File: config.mk
export PLATFORM = sky130hd
export DESIGN_NAME = cajero_multicuenta_flat
export DESIGN_NICKNAME = d
export VERILOG_FILES = /design/src/rtl/cajero_pkg.sv /design/src/rtl/cajero_multicuenta_if.sv /design/src/rtl/cajero_cuentas.sv /design/src/rtl/cajero_multicuenta.sv /design/src/flat_wrapper.sv
export SDC_FILE = /design/constraint.sdc
export NUM_CORES = 1
export LEC_CHECK = 0
export BUFFER_PORTS_ARGS = -buffer_cell sky130_fd_sc_hd__buf_2
export CAP_MARGIN = 10
export CORE_ASPECT_RATIO = 1.5
export CORE_UTILIZATION = 62
export DETAILED_ROUTE_END_ITERATION = 10
export GPL_ROUTABILITY_DRIVEN = 0
export PLACE_DENSITY = 0.82
export SYNTH_ARGS = -nofsm -noshare
export SYNTH_HDL_FRONTEND = slang
export SYNTH_SLANG_ARGS = --single-unit
export TNS_END_PERCENT = 50
File: constraint.sdc
create_clock -name Clk -period 10.7 [get_ports Clk]
set_input_delay 2.675 -clock Clk [delete_from_list [all_inputs] [get_ports Clk]]
set_output_delay 2.675 -clock Clk [all_outputs]
set_load 0.005 [all_outputs]
File: src/rtl/cajero_pkg.sv
// Shared types and width helpers for the multi-account ATM controller.
package cajero_pkg;

  typedef enum logic [2:0] {
    ST_IDLE,
    ST_PIN,
    ST_ESPERA,
    ST_DEPOSITO,
    ST_RETIRO,
    ST_BLOQUEADO
  } estado_t;

  localparam int N_DIGITOS_DEF   = 4;
  localparam int ANCHO_MONTO_DEF = 32;
  localparam int ANCHO_PIN_DEF   = 4 * N_DIGITOS_DEF;

  function automatic int ancho_cnt(input int n);
    return $clog2(n + 1);
  endfunction

endpackage

File: src/rtl/cajero_multicuenta_if.sv
// Front-end bus: card reader, keypad strobes and dispenser pulses.
interface cajero_multicuenta_if #(
  parameter int N_DIGITOS   = 4,
  parameter int ANCHO_MONTO = 32,
  parameter int N_CUENTAS   = 4
);
  logic                         TARJETA_RECIBIDA;
  logic [$clog2(N_CUENTAS)-1:0] CUENTA_ID;
  logic [4*N_DIGITOS-1:0]       PIN;
  logic [3:0]                   DIGITO;
  logic                         DIGITO_STB;
  logic                         TIPO_TRANS;
  logic                         TIPO_STB;
  logic [ANCHO_MONTO-1:0]       MONTO;
  logic                         MONTO_STB;
  logic                         DESBLOQUEO_STB;
  logic                         BALANCE_ACTUALIZADO;
  logic                         ENTREGAR_DINERO;
  logic                         FONDOS_INSUFICIENTES;
  logic                         PIN_INCORRECTO;
  logic                         LIMITE_EXCEDIDO;
  logic                         TIMEOUT;
  logic                         ADVERTENCIA;
  logic                         BLOQUEO;
  logic [ANCHO_MONTO-1:0]       BALANCE;

  modport master (
    output TARJETA_RECIBIDA, CUENTA_ID, PIN, DIGITO, DIGITO_STB,
    output TIPO_TRANS, TIPO_STB, MONTO, MONTO_STB, DESBLOQUEO_STB,
    input  BALANCE_ACTUALIZADO, ENTREGAR_DINERO, FONDOS_INSUFICIENTES,
    input  PIN_INCORRECTO, LIMITE_EXCEDIDO, TIMEOUT,
    input  ADVERTENCIA, BLOQUEO, BALANCE
  );

  modport slave (
    input  TARJETA_RECIBIDA, CUENTA_ID, PIN, DIGITO, DIGITO_STB,
    input  TIPO_TRANS, TIPO_STB, MONTO, MONTO_STB, DESBLOQUEO_STB,
    output BALANCE_ACTUALIZADO, ENTREGAR_DINERO, FONDOS_INSUFICIENTES,
    output PIN_INCORRECTO, LIMITE_EXCEDIDO, TIMEOUT,
    output ADVERTENCIA, BLOQUEO, BALANCE
  );
endinterface

File: src/rtl/cajero_cuentas.sv
// Per-account balance, attempt counter and lock bit.
// One indexed read port and one whole-record write port.
module cajero_cuentas #(
  parameter int N_CUENTAS   = 4,
  parameter int ANCHO_MONTO = 32,
  parameter int ANCHO_INT   = 2
) (
  input  logic                         Clk,
  input  logic                         Reset,
  input  logic [$clog2(N_CUENTAS)-1:0] idx,
  input  logic                         we,
  input  logic [ANCHO_MONTO-1:0]       wr_saldo,
  input  logic [ANCHO_INT-1:0]         wr_int,
  input  logic                         wr_lock,
  output logic [ANCHO_MONTO-1:0]       rd_saldo,
  output logic [ANCHO_INT-1:0]         rd_int,
  output logic                         rd_lock
);

  logic [ANCHO_MONTO-1:0] saldo [N_CUENTAS];
  logic [ANCHO_INT-1:0]   inten [N_CUENTAS];
  logic [N_CUENTAS-1:0]   lock;

  always_ff @(posedge Clk or negedge Reset) begin
    if (!Reset) begin
      for (int i = 0; i < N_CUENTAS; i++) begin
        saldo[i] <= '0;
        inten[i] <= '0;
      end
      lock <= '0;
    end else if (we) begin
      saldo[idx] <= wr_saldo;
      inten[idx] <= wr_int;
      lock[idx]  <= wr_lock;
    end
  end

  assign rd_saldo = saldo[idx];
  assign rd_int   = inten[idx];
  assign rd_lock  = lock[idx];

endmodule

File: src/rtl/cajero_multicuenta.sv
// ATM session FSM, keypad PIN assembler and inactivity timer
// in front of the per-account store.
module cajero_multicuenta
  import cajero_pkg::*;
#(
  parameter int N_DIGITOS      = N_DIGITOS_DEF,
  parameter int MAX_INTENTOS   = 3,
  parameter int ANCHO_MONTO    = ANCHO_MONTO_DEF,
  parameter int N_CUENTAS      = 4,
  parameter int TIMEOUT_CICLOS = 1000,
  parameter int LIMITE_RETIRO  = 5000
) (
  input logic Clk,
  input logic Reset,
  cajero_multicuenta_if.slave bus
);

  localparam int AW  = $clog2(N_CUENTAS);
  localparam int CW  = ancho_cnt(N_DIGITOS);
  localparam int IW  = ancho_cnt(MAX_INTENTOS);
  localparam int TW  = ancho_cnt(TIMEOUT_CICLOS);
  localparam logic [CW-1:0] CNT_LLENO = CW'(N_DIGITOS);
  localparam logic [IW-1:0] INT_ULT   = IW'(MAX_INTENTOS - 1);
  localparam logic [TW-1:0] T_LIM     = TW'(TIMEOUT_CICLOS - 1);
  localparam logic [ANCHO_MONTO-1:0] LIM = ANCHO_MONTO'(LIMITE_RETIRO);

  estado_t est, nxt;
  logic [AW-1:0]          cuenta, idx;
  logic [CW-1:0]          cnt;
  logic [4*N_DIGITOS-1:0] pin_buf;
  logic [TW-1:0]          tmr;

  logic                   we, wr_lock, rd_lock;
  logic [ANCHO_MONTO-1:0] wr_saldo, rd_saldo;
  logic [IW-1:0]          wr_int, rd_int;
  logic [ANCHO_MONTO:0]   suma;
  logic activo, any_stb, clr_dig;
  logic p_bal, p_ent, p_fon, p_pin, p_lim, p_to;

  assign idx     = (est == ST_IDLE) ? bus.CUENTA_ID : cuenta;
  assign suma    = {1'b0, rd_saldo} + {1'b0, bus.MONTO};
  assign activo  = (est == ST_PIN) || (est == ST_ESPERA) ||
                   (est == ST_DEPOSITO) || (est == ST_RETIRO);
  assign any_stb = bus.DIGITO_STB | bus.TIPO_STB |
                   bus.MONTO_STB | bus.DESBLOQUEO_STB;

  cajero_cuentas #(
    .N_CUENTAS   (N_CUENTAS),
    .ANCHO_MONTO (ANCHO_MONTO),
    .ANCHO_INT   (IW)
  ) u_cuentas (
    .Clk      (Clk),
    .Reset    (Reset),
    .idx      (idx),
    .we       (we),
    .wr_saldo (wr_saldo),
    .wr_int   (wr_int),
    .wr_lock  (wr_lock),
    .rd_saldo (rd_saldo),
    .rd_int   (rd_int),
    .rd_lock  (rd_lock)
  );

  always_ff @(posedge Clk or negedge Reset) begin
    if (!Reset) begin
      est     <= ST_IDLE;
      cuenta  <= '0;
      cnt     <= '0;
      pin_buf <= '0;
      tmr     <= '0;
    end else begin
      est <= nxt;
      if (est == ST_IDLE && bus.TARJETA_RECIBIDA)
        cuenta <= bus.CUENTA_ID;
      if (clr_dig) begin
        cnt     <= '0;
        pin_buf <= '0;
      end else if (est == ST_PIN && cnt != CNT_LLENO && bus.DIGITO_STB) begin
        for (int k = 0; k < N_DIGITOS; k++)
          if (cnt == CW'(k)) pin_buf[4*k +: 4] <= bus.DIGITO;
        cnt <= cnt + 1'b1;
      end
      // restart on any activity so a retried PIN gets a full window
      if (!activo || nxt != est || any_stb || we)
        tmr <= '0;
      else
        tmr <= tmr + 1'b1;
    end
  end

  always_comb begin
    nxt      = est;
    we       = 1'b0;
    wr_saldo = rd_saldo;
    wr_int   = rd_int;
    wr_lock  = rd_lock;
    clr_dig  = 1'b0;
    p_bal    = 1'b0;
    p_ent    = 1'b0;
    p_fon    = 1'b0;
    p_pin    = 1'b0;
    p_lim    = 1'b0;
    p_to     = 1'b0;
    if (activo && !bus.TARJETA_RECIBIDA) begin
      nxt     = ST_IDLE;
      clr_dig = 1'b1;
    end else begin
      unique case (est)
        ST_IDLE: begin
          clr_dig = 1'b1;
          if (bus.DESBLOQUEO_STB) begin
            we      = 1'b1;
            wr_int  = '0;
            wr_lock = 1'b0;
          end
          if (bus.TARJETA_RECIBIDA)
            nxt = rd_lock ? ST_BLOQUEADO : ST_PIN;
        end
        ST_PIN: begin
          if (cnt == CNT_LLENO) begin
            we = 1'b1;
            if (pin_buf == bus.PIN) begin
              wr_int = '0;
              nxt    = ST_ESPERA;
            end else begin
              p_pin   = 1'b1;
              clr_dig = 1'b1;
              if (rd_int == INT_ULT) begin
                wr_lock = 1'b1;
                wr_int  = '0;
                nxt     = ST_BLOQUEADO;
              end else begin
                wr_int = rd_int + 1'b1;
              end
            end
          end
        end
        ST_ESPERA: begin
          if (bus.TIPO_STB)
            nxt = bus.TIPO_TRANS ? ST_RETIRO : ST_DEPOSITO;
        end
        ST_DEPOSITO: begin
          if (bus.MONTO_STB) begin
            nxt = ST_IDLE;
            if (suma[ANCHO_MONTO]) begin
              p_lim = 1'b1;
            end else begin
              we       = 1'b1;
              wr_saldo = suma[ANCHO_MONTO-1:0];
              p_bal    = 1'b1;
            end
          end
        end
        ST_RETIRO: begin
          if (bus.MONTO_STB) begin
            nxt = ST_IDLE;
            if (bus.MONTO > LIM) begin
              p_lim = 1'b1;
            end else if (bus.MONTO > rd_saldo) begin
              p_fon = 1'b1;
            end else begin
              we       = 1'b1;
              wr_saldo = rd_saldo - bus.MONTO;
              p_bal    = 1'b1;
              p_ent    = 1'b1;
            end
          end
        end
        ST_BLOQUEADO: begin
          if (!bus.TARJETA_RECIBIDA) nxt = ST_IDLE;
        end
        default: nxt = ST_IDLE;
      endcase
      if (activo && !any_stb && !we && nxt == est && tmr == T_LIM) begin
        p_to    = 1'b1;
        nxt     = ST_IDLE;
        clr_dig = 1'b1;
      end
    end
  end

  assign bus.BALANCE_ACTUALIZADO  = p_bal;
  assign bus.ENTREGAR_DINERO      = p_ent;
  assign bus.FONDOS_INSUFICIENTES = p_fon;
  assign bus.PIN_INCORRECTO       = p_pin;
  assign bus.LIMITE_EXCEDIDO      = p_lim;
  assign bus.TIMEOUT              = p_to;
  assign bus.ADVERTENCIA = (est == ST_PIN) && (rd_int == INT_ULT);
  assign bus.BLOQUEO     = (est == ST_BLOQUEADO);
  assign bus.BALANCE     = (est == ST_IDLE) ? '0 : rd_saldo;

endmodule

File: src/flat_wrapper.sv
// flat-port wrapper written by rule: the top's interface ports become plain ports
module cajero_multicuenta_flat import cajero_pkg::*;
#(
  parameter int N_DIGITOS      = N_DIGITOS_DEF,
  parameter int MAX_INTENTOS   = 3,
  parameter int ANCHO_MONTO    = ANCHO_MONTO_DEF,
  parameter int N_CUENTAS      = 4,
  parameter int TIMEOUT_CICLOS = 1000,
  parameter int LIMITE_RETIRO  = 5000
)
  (Clk, Reset, bus_TARJETA_RECIBIDA, bus_CUENTA_ID, bus_PIN, bus_DIGITO, bus_DIGITO_STB, bus_TIPO_TRANS, bus_TIPO_STB, bus_MONTO, bus_MONTO_STB, bus_DESBLOQUEO_STB, bus_BALANCE_ACTUALIZADO, bus_ENTREGAR_DINERO, bus_FONDOS_INSUFICIENTES, bus_PIN_INCORRECTO, bus_LIMITE_EXCEDIDO, bus_TIMEOUT, bus_ADVERTENCIA, bus_BLOQUEO, bus_BALANCE);
  cajero_multicuenta_if #(.N_DIGITOS(N_DIGITOS), .ANCHO_MONTO(ANCHO_MONTO), .N_CUENTAS(N_CUENTAS)) bus_i ();
  input logic Clk;
  input logic Reset;
  input wire logic [$bits(bus_i.TARJETA_RECIBIDA)-1:0] bus_TARJETA_RECIBIDA;
  input wire logic [$bits(bus_i.CUENTA_ID)-1:0] bus_CUENTA_ID;
  input wire logic [$bits(bus_i.PIN)-1:0] bus_PIN;
  input wire logic [$bits(bus_i.DIGITO)-1:0] bus_DIGITO;
  input wire logic [$bits(bus_i.DIGITO_STB)-1:0] bus_DIGITO_STB;
  input wire logic [$bits(bus_i.TIPO_TRANS)-1:0] bus_TIPO_TRANS;
  input wire logic [$bits(bus_i.TIPO_STB)-1:0] bus_TIPO_STB;
  input wire logic [$bits(bus_i.MONTO)-1:0] bus_MONTO;
  input wire logic [$bits(bus_i.MONTO_STB)-1:0] bus_MONTO_STB;
  input wire logic [$bits(bus_i.DESBLOQUEO_STB)-1:0] bus_DESBLOQUEO_STB;
  output wire logic [$bits(bus_i.BALANCE_ACTUALIZADO)-1:0] bus_BALANCE_ACTUALIZADO;
  output wire logic [$bits(bus_i.ENTREGAR_DINERO)-1:0] bus_ENTREGAR_DINERO;
  output wire logic [$bits(bus_i.FONDOS_INSUFICIENTES)-1:0] bus_FONDOS_INSUFICIENTES;
  output wire logic [$bits(bus_i.PIN_INCORRECTO)-1:0] bus_PIN_INCORRECTO;
  output wire logic [$bits(bus_i.LIMITE_EXCEDIDO)-1:0] bus_LIMITE_EXCEDIDO;
  output wire logic [$bits(bus_i.TIMEOUT)-1:0] bus_TIMEOUT;
  output wire logic [$bits(bus_i.ADVERTENCIA)-1:0] bus_ADVERTENCIA;
  output wire logic [$bits(bus_i.BLOQUEO)-1:0] bus_BLOQUEO;
  output wire logic [$bits(bus_i.BALANCE)-1:0] bus_BALANCE;
  assign bus_i.TARJETA_RECIBIDA = bus_TARJETA_RECIBIDA;
  assign bus_i.CUENTA_ID = bus_CUENTA_ID;
  assign bus_i.PIN = bus_PIN;
  assign bus_i.DIGITO = bus_DIGITO;
  assign bus_i.DIGITO_STB = bus_DIGITO_STB;
  assign bus_i.TIPO_TRANS = bus_TIPO_TRANS;
  assign bus_i.TIPO_STB = bus_TIPO_STB;
  assign bus_i.MONTO = bus_MONTO;
  assign bus_i.MONTO_STB = bus_MONTO_STB;
  assign bus_i.DESBLOQUEO_STB = bus_DESBLOQUEO_STB;
  assign bus_BALANCE_ACTUALIZADO = bus_i.BALANCE_ACTUALIZADO;
  assign bus_ENTREGAR_DINERO = bus_i.ENTREGAR_DINERO;
  assign bus_FONDOS_INSUFICIENTES = bus_i.FONDOS_INSUFICIENTES;
  assign bus_PIN_INCORRECTO = bus_i.PIN_INCORRECTO;
  assign bus_LIMITE_EXCEDIDO = bus_i.LIMITE_EXCEDIDO;
  assign bus_TIMEOUT = bus_i.TIMEOUT;
  assign bus_ADVERTENCIA = bus_i.ADVERTENCIA;
  assign bus_BLOQUEO = bus_i.BLOQUEO;
  assign bus_BALANCE = bus_i.BALANCE;
  cajero_multicuenta #(.N_DIGITOS(N_DIGITOS), .MAX_INTENTOS(MAX_INTENTOS), .ANCHO_MONTO(ANCHO_MONTO), .N_CUENTAS(N_CUENTAS), .TIMEOUT_CICLOS(TIMEOUT_CICLOS), .LIMITE_RETIRO(LIMITE_RETIRO)) u_core (.Clk(Clk), .Reset(Reset), .bus(bus_i));
endmodule
# Word-level counts from Yosys, hierarchy flattened
# Cells that the tools add are included.
# Widths: inputs -> output; s select.
[classes]
eq_ne = 15
n_lt_le_gt_ge = 6
addsub = 5
n_reduce_logical = 33
n_shift = 0
bitwise = 4
muxes = 94
n_mul = 0
div_mod_pow = 0
[op_table]
columns = ["cell", "n"]
rows = [
  ["$mux 32", 10],
  ["$bwmux 128", 1],
  ["$bmux 32 s2", 1],
  ["$demux 32 s2", 1],
  ["$pmux 32 s2", 1],
  ["$mux 3", 14],
  ["$mux 1", 37],
  ["$add 32x32->33", 1],
  ["$gt 32x13->1 const B", 1],
  ["$gt 32x32->1", 1],
  ["$mux 16", 2],
  ["$sub 32x32->32", 1],
  ["$mux 2", 9],
  ["$eq 16x16->1", 1],
  ["$mux 4", 4],
  ["$pmux 3 s5", 1],
  ["$eq 3x2->1 const B", 4],
  ["$logic_and 1x1->1", 11],
  ["$add 10x1->10 const B", 1],
  ["$eq 10x10->1 const B", 1],
  ["$mux 10", 1],
  ["$reduce_bool 2->1", 5],
  ["$eq 3x3->1 const B", 3],
  ["$bwmux 8", 1],
  ["other kinds (26)", 44],
]
[word_totals]
rom_bits = 0
n_memories = 0
latchBits = 0
mem_bits_rw = 0
out_inout_bits = 40
input_bits = 62
register_bits = 174
word_cells = 174

# Logic depth before layout (Yosys ltp)
[logic_depth]
ltp_word = 23
ltp_mapped = 23
depth_no_buf = 18

# Hierarchy
# A second synthesis with hierarchy kept.
[unflattened]
hier_cells = 1218
area_unflattened_um2 = 12315.6
[modules_own_cells]
columns = ["mod", "instances", "area_per_inst_um2", "cells_per_inst", "seq_area_each_um2"]
rows = [
  ["cajero_multicuenta", 1, 6223.5, 879, 850.8],
  ["cajero_cuentas", 1, 6092.1, 339, 3503.4],
]

# Least setup slack after synthesis
# OpenSTA, ideal clock, no wires.
[synth_timing]
kind = "input to output"
from = "input bus_CUENTA_ID[0]"
to = "output bus_BALANCE_ACTUALIZADO"
path_buffers = 6
required_time_ps = 8025
cell_stages = 18
slack_ps = 1600
t_arrival_ps = 6425
path_cell_list = "mux2_2 buf_2 buf_1 mux4_2 ha_1 buf_2 nor2b_1 a221oi_2 o21ai_1 a221o_1 o211ai_2 a21boi_2 and2_4 buf_6 o21ai_1 buf_2 buf_4 inv_1"
[synth_via]
elab_chain_len = 11
elab_cells_between_ends = 14
cone_classes = "add/sub: 1; order compare: 1; mux: 11; bitwise: 1"
[synth_lines]
columns = ["element", "line", "text"]
rows = [
  ["start: declaration", "flat_wrapper.sv:16", "input wire logic [$bits(bus_i.CUENTA_ID)-1:0] bus_CUENTA_ID;"],
  ["$mux 2 *", "cajero_multicuenta.sv:40", "assign idx = (est == ST_IDLE) ? bus.CUENTA_ID : cuenta;"],
  ["$not 2->3 (not written as such) *", "cajero_cuentas.sv:38", "assign rd_saldo = saldo[idx];"],
  ["$bmux 32 s2 *", "cajero_cuentas.sv:38", ""],
  ["$mux 32 (not written as such) * (2 in series)", "cajero_cuentas.sv:38", ""],
  ["$gt 32x32->1", "cajero_multicuenta.sv:159", "end else if (bus.MONTO > rd_saldo) begin"],
  ["$mux 1", "cajero_multicuenta.sv:159", ""],
  ["$mux 1", "cajero_multicuenta.sv:157", "if (bus.MONTO > LIM) begin"],
  ["$mux 1", "cajero_multicuenta.sv:155", "if (bus.MONTO_STB) begin"],
  ["$pmux 1 s2 *", "cajero_multicuenta.sv:108", "unique case (est)"],
  ["$mux 1 *", "cajero_multicuenta.sv:104", "if (activo && !bus.TARJETA_RECIBIDA) begin"],
  ["end: declaration", "flat_wrapper.sv:25", "output wire logic [$bits(bus_i.BALANCE_ACTUALIZADO)-1:0] bus_BALANCE_ACTUALIZADO;"],
]
# Every way passes the cells marked *; elsewhere a longest branch is shown, timed or not. The select of a mux whose other input is x is not followed.

# Final worst setup path
[layout_timing]
from = "input bus_MONTO[28]"
to = "output bus_ENTREGAR_DINERO"
[layout_via]
elab_chain_len = 6
elab_cells_between_ends = 7
cone_classes = "order compare: 2; mux: 5"
[layout_lines]
columns = ["element", "line", "text"]
rows = [
  ["start: declaration", "flat_wrapper.sv:22", "input wire logic [$bits(bus_i.MONTO)-1:0] bus_MONTO;"],
  ["$gt 32x32->1", "cajero_multicuenta.sv:159", ""],
  ["$mux 1", "cajero_multicuenta.sv:159", ""],
  ["$mux 1 *", "cajero_multicuenta.sv:157", ""],
  ["$mux 1 *", "cajero_multicuenta.sv:155", ""],
  ["$mux 1 *", "cajero_multicuenta.sv:108", ""],
  ["$mux 1 *", "cajero_multicuenta.sv:104", ""],
  ["end: declaration", "flat_wrapper.sv:26", "output wire logic [$bits(bus_i.ENTREGAR_DINERO)-1:0] bus_ENTREGAR_DINERO;"],
]
# Every way passes the cells marked *; elsewhere a longest branch is shown, timed or not.

==> results.env <==
DETAIL_ROUTE.DRC_VIOLATIONS=0
POST-PLACE-WS_NS=1.44
OUTCOME='completed'
POSTROUTEANTENNANETS=0
IO_PINS=102
YOSYSUNIQUECELLTYPES=87
SHARE_OF_THE_CORE_FILLED_WITH_CELLS_PCT=69.8
PORT_BUFFERS=101
P_INT_mW=2.27
CLOCK_PATH_BUFFERS=2
MIN_PATH_TYPE='reg -> reg'
TIGHTEST_SLEW_NS=1.08
ALL_LAYER_GR_USAGE_PCT=35.7
MAX_CAP_VIOLATIONS=0
SYNTHESIZED_INSTANCE_COUNT=1322
P_PER_AREA_nW_PER_UM2=312
DRT_FIRST_PASS_ITERS=8
GROUTE.LAYER.MET1.USAGE_PCT=41.6
DESIGN.DIE.AREA_UM2=20900
TOTALPOWERFINAL_mW=4.32
AREA_GROWTH_SYN_TO_LAYOUT_PCT=9.86
FINAL_WORST_PATH_CYCLE_SHARE_PCT=88.3
P_COMB_SHARE_PCT=62.2
HTREE_NUM_LEVELS=4
FIN_AREA_UM2=13800
FMAXACHIEVABLE_GHz=0.106
SWITCHING_SHARE_PCT=47.3
GRT_REMAINING_OVERFLOW=0
COUNT_OF_FINAL_MAX_SLEW_CHECK_FAILURES=0
FINAL_LAYOUT_SIZE_SUFFIX_GT1_SHARE_PCT=21.2
TIMING.SETUP.CRITICAL_PATH_CLASS='in -> out'
DETAIL_ROUTE.WIRELENGTH_MM=36.3
CRITPATHSLOWESTCELL='nor4_1'
SEQ_POWER_SHARE_PCT=22.4
MULTI_INPUT_COMB_AREA_UM2=7540
PLACEMENT_ROWS=63
YS_WARN_COUNT=0
MAXSLEWHEADROOM_PCT=27.5
POWER.NET_SWITCHING_mW=2.04
YOSYSTOPAREACELL='dfrtp_1'
START_UTIL_PCT=63.6
SYN-MEAN-INSTANCE-AREA_UM2=9.51
M3_GR_USAGE_PCT=8.79
PATH_CELLS='buf_2, nor4_1, nand4_1, nor4_1, o21ai_0, nor2_1, a21boi_2, and2_4, nand2_1, inv_1, buf_2'
LAYOUT.AREA.SEQ_UM2=4350
MAXIMUM_NUMBER_OF_PINS_ON_ONE_NET_BEFORE_GLOBAL_ROUTE_REPAIR=105
SYNTH_SEQUENTIAL_AREA_RATIO_PCT=34.6
FINAL.MIN_CLOCK_PERIOD_NS=9.45
CP.DEPTH=11
CLK_PIN_SLEW_NS=0.06
SETUP.WORST_PATH.START_CLASS='input pin'
HOLDPATHSTAGES=1
POST_DRT_WL_PER_CELL_UM=21.9
YS_FF_LATCH=174
CLOCK_LATENCY_REPORTED_FOR_THE_LATE_SIDE_OF_THE_WORST_SKEW_PAIR_NS=0.45
POWER.CLOCK.FRACTION_PCT=15.4
NUMBER_OF_CELLS_IN_THE_DESIGN_AFTER_PLACEMENT=1627
TIMING.CRITICAL_PATH.FANOUT_MAX=19
DIE_Y_UM=176
WORST_SETUP_PATH_END_KIND='output pin'
VIAS_PER_CELL=6.76
POST_SYNTH_MAIN_AREA_CONTRIBUTORS='dfrtp_1 35%, mux2_2 7.4%, ha_1 7.0%'
YS_ASYNC_SR_FRACTION_PCT=100
ANTENNA_FOUND_INITIAL=0
CORE_AREA_UM2=19800
SYNTHESIS.NETS=1456
SETUP_VIOLATIONS=0
PLACE.DETAILED.HPWL_MM=25.7
SYNTH.MOST_COMMON_CELL='dfrtp_1'
SYN_AREA_UM2=12600
SHARE_OF_THE_SYNTHESIZED_AREA_IN_THE_TOP_CELL_TYPE_PCT=34.6
CTS_ROOT_BUF='clkbuf_16'
POWER.IR.VDD_WORST_uV=147
WORST_EP_ARRIVAL_TIME_NS=6.77
FINAL_NETS=1520
CTS_INSERTED_BUFFERS=17
GRT_FIRST_PASS_WIRELENGTH_MM=57.6
FINAL_HOLD_FAILS=0
POST_CTS_BUFFERS=0
NUM_ANTENNA_CELLS=0
FINCLKSKEW_NS=0.0120
CTSRESIZECOUNT=0
CRITICAL-PATH-MAX-STAGE-DELAY_NS=0.87
POST_CTS_HOLD_BUFFER_COUNT=0
CRIT_BUF_INV=3
CTS_TREE='done'
DIE_X_UM=118
FINAL.FILL_COUNT=1504
FIN_SETUP_TNS_NS=0
FINAL-INSTANCE-COUNT-EXCL-FILL=1659
SYNTH.TOP_CELLS.BY_COUNT='174 x dfrtp_1, 128 x a21oi_1, 119 x nor2_1'
PLACE_AREA_UM2=13200
POWER_LEAKAGE_nW=6.34
GLOBALROUTEMET2UTIL_PCT=58.3
INITIAL_DETAILED_ROUTING_VIOLATION_COUNT=1176
TRITONCTS_NUM_SINKS=174
GRT_SETUP_UNREPAIRED='false'
HOLDWS_NS=0.486
GRT_PASS1_VIAS=11200
SYNTH_TOP_FLOP_CELL='dfrtp_1'
ROUTE.VIAS.TOTAL=11200
WORST-ENDPOINT-REQUIRED_NS=8.03
TOP_USAGE_LAYER_GRT='met2'
CRIT_FAMILY='simple AND/OR/NAND/NOR gates'
SYNTH-EDFF-COUNT=0
POSTLAYOUTSETUPSLACKWORST_NS=1.25
FF2FF_PATH_DEPTH=16
-- area by class of cell --
class / instances / share of cell area, %
tap: 260 / 2.35
timing repair buffer: 116 / 4.70
sequential: 174 / 31.5
clock inverter: 13 / 1.22
clock buffer: 19 / 3.28
inverter: 87 / 2.36
multi-input combinational: 990 / 54.6
-- cell families after synthesis --
logic type      share of synthesized area (%)
fa+ha+maj                                7.28
compound gates                           19.2
simple gates                             15.1
mux                                      14.9
buf+inv                                  5.49
flops                                    34.6
xor+xnor                                 3.34
-- cell usage in the layout (no fill, tap or decap), drive strengths merged, types with 5 or more instances in the layout --
master	n
buf	116
o2111ai	5
ha	70
mux4	35
nand2	69
nor2b	46
nor3b	5
nor4	15
a31oi	22
o211ai	10
o21a	6
mux2	92
a211o	5
dfrtp	174
o21bai	13
o22a	6
xor2	24
a22oi	7
and2	7
inv	93
a22o	7
o221ai	14
nor3	21
a211oi	5
or3	9
nor2	122
nand3	40
o22ai	6
nand2b	16
a221o	11
and3	5
xnor2	24
o21ai	49
clkbuf	19
mux2i	5
nand4	8
a21oi	128
a21o	19
o31ai	11
a32o	7
-- power groups by stage --
stage          logic, mW  registers (mW)  clock network, mW
2_1_floorplan       1.98           0.921                  0
3_3_place_gp        2.52           0.958                  0
3_5_place_dp        2.59           0.971                  0
4_1_cts             2.62           0.960              0.670
5_1_grt             2.89           0.983              0.694
6_report            2.69           0.966              0.666
-- per-layer routing --
layer,share of wire [%],vias up
met2,48,651
met4,5.8,2
met1,37,5435
li1,-,4951
met3,8.9,171
met5,0.13,-
-- registers in the layout, indices dropped and copies added, names as in the netlist --
name / cells
u_core.u_cuentas.inten: 8
u_core.cuenta: 2
u_core.cnt: 3
u_core.u_cuentas.saldo: 128
u_core.est: 3
u_core.tmr: 10
u_core.u_cuentas.lock: 4
u_core.pin_buf: 16
-- worst reg2reg max path: stages, from the launching register on --
cell,delay [ns]
dfrtp_1,0.57
nor3_4,0.65
mux2_2,0.60
buf_4,0.31
mux4_2,0.37
ha_1,0.43
nor2b_1,0.18
o21ai_1,0.09
a21o_1,0.23
a21oi_1,0.39
o311ai_1,0.22
a21boi_2,0.30
nand2_1,0.69
a31o_1,0.67
nor2_4,0.40
buf_4,0.54
mux2_2,0.44
-- final timing paths --
check / from / slack, ns / to
min: u_core.tmr[0]$_DFF_PN0_ / 0.49 / u_core.tmr[0]$_DFF_PN0_
min in group asynchronous: Reset / 2.36 / u_core.tmr[4]$_DFF_PN0_
min reg2reg: u_core.tmr[0]$_DFF_PN0_ / 0.49 / u_core.tmr[0]$_DFF_PN0_
max in group asynchronous: Reset / 6.86 / u_core.u_cuentas.saldo[35]$_DFFE_PN0P_
max reg2reg: u_core.est[0]$_DFF_PN0_ / 3.51 / u_core.u_cuentas.saldo[101]$_DFFE_PN0P_
max: bus_MONTO[28] / 1.25 / bus_ENTREGAR_DINERO
No activity file was read; power rests on OpenSTA's default activity.
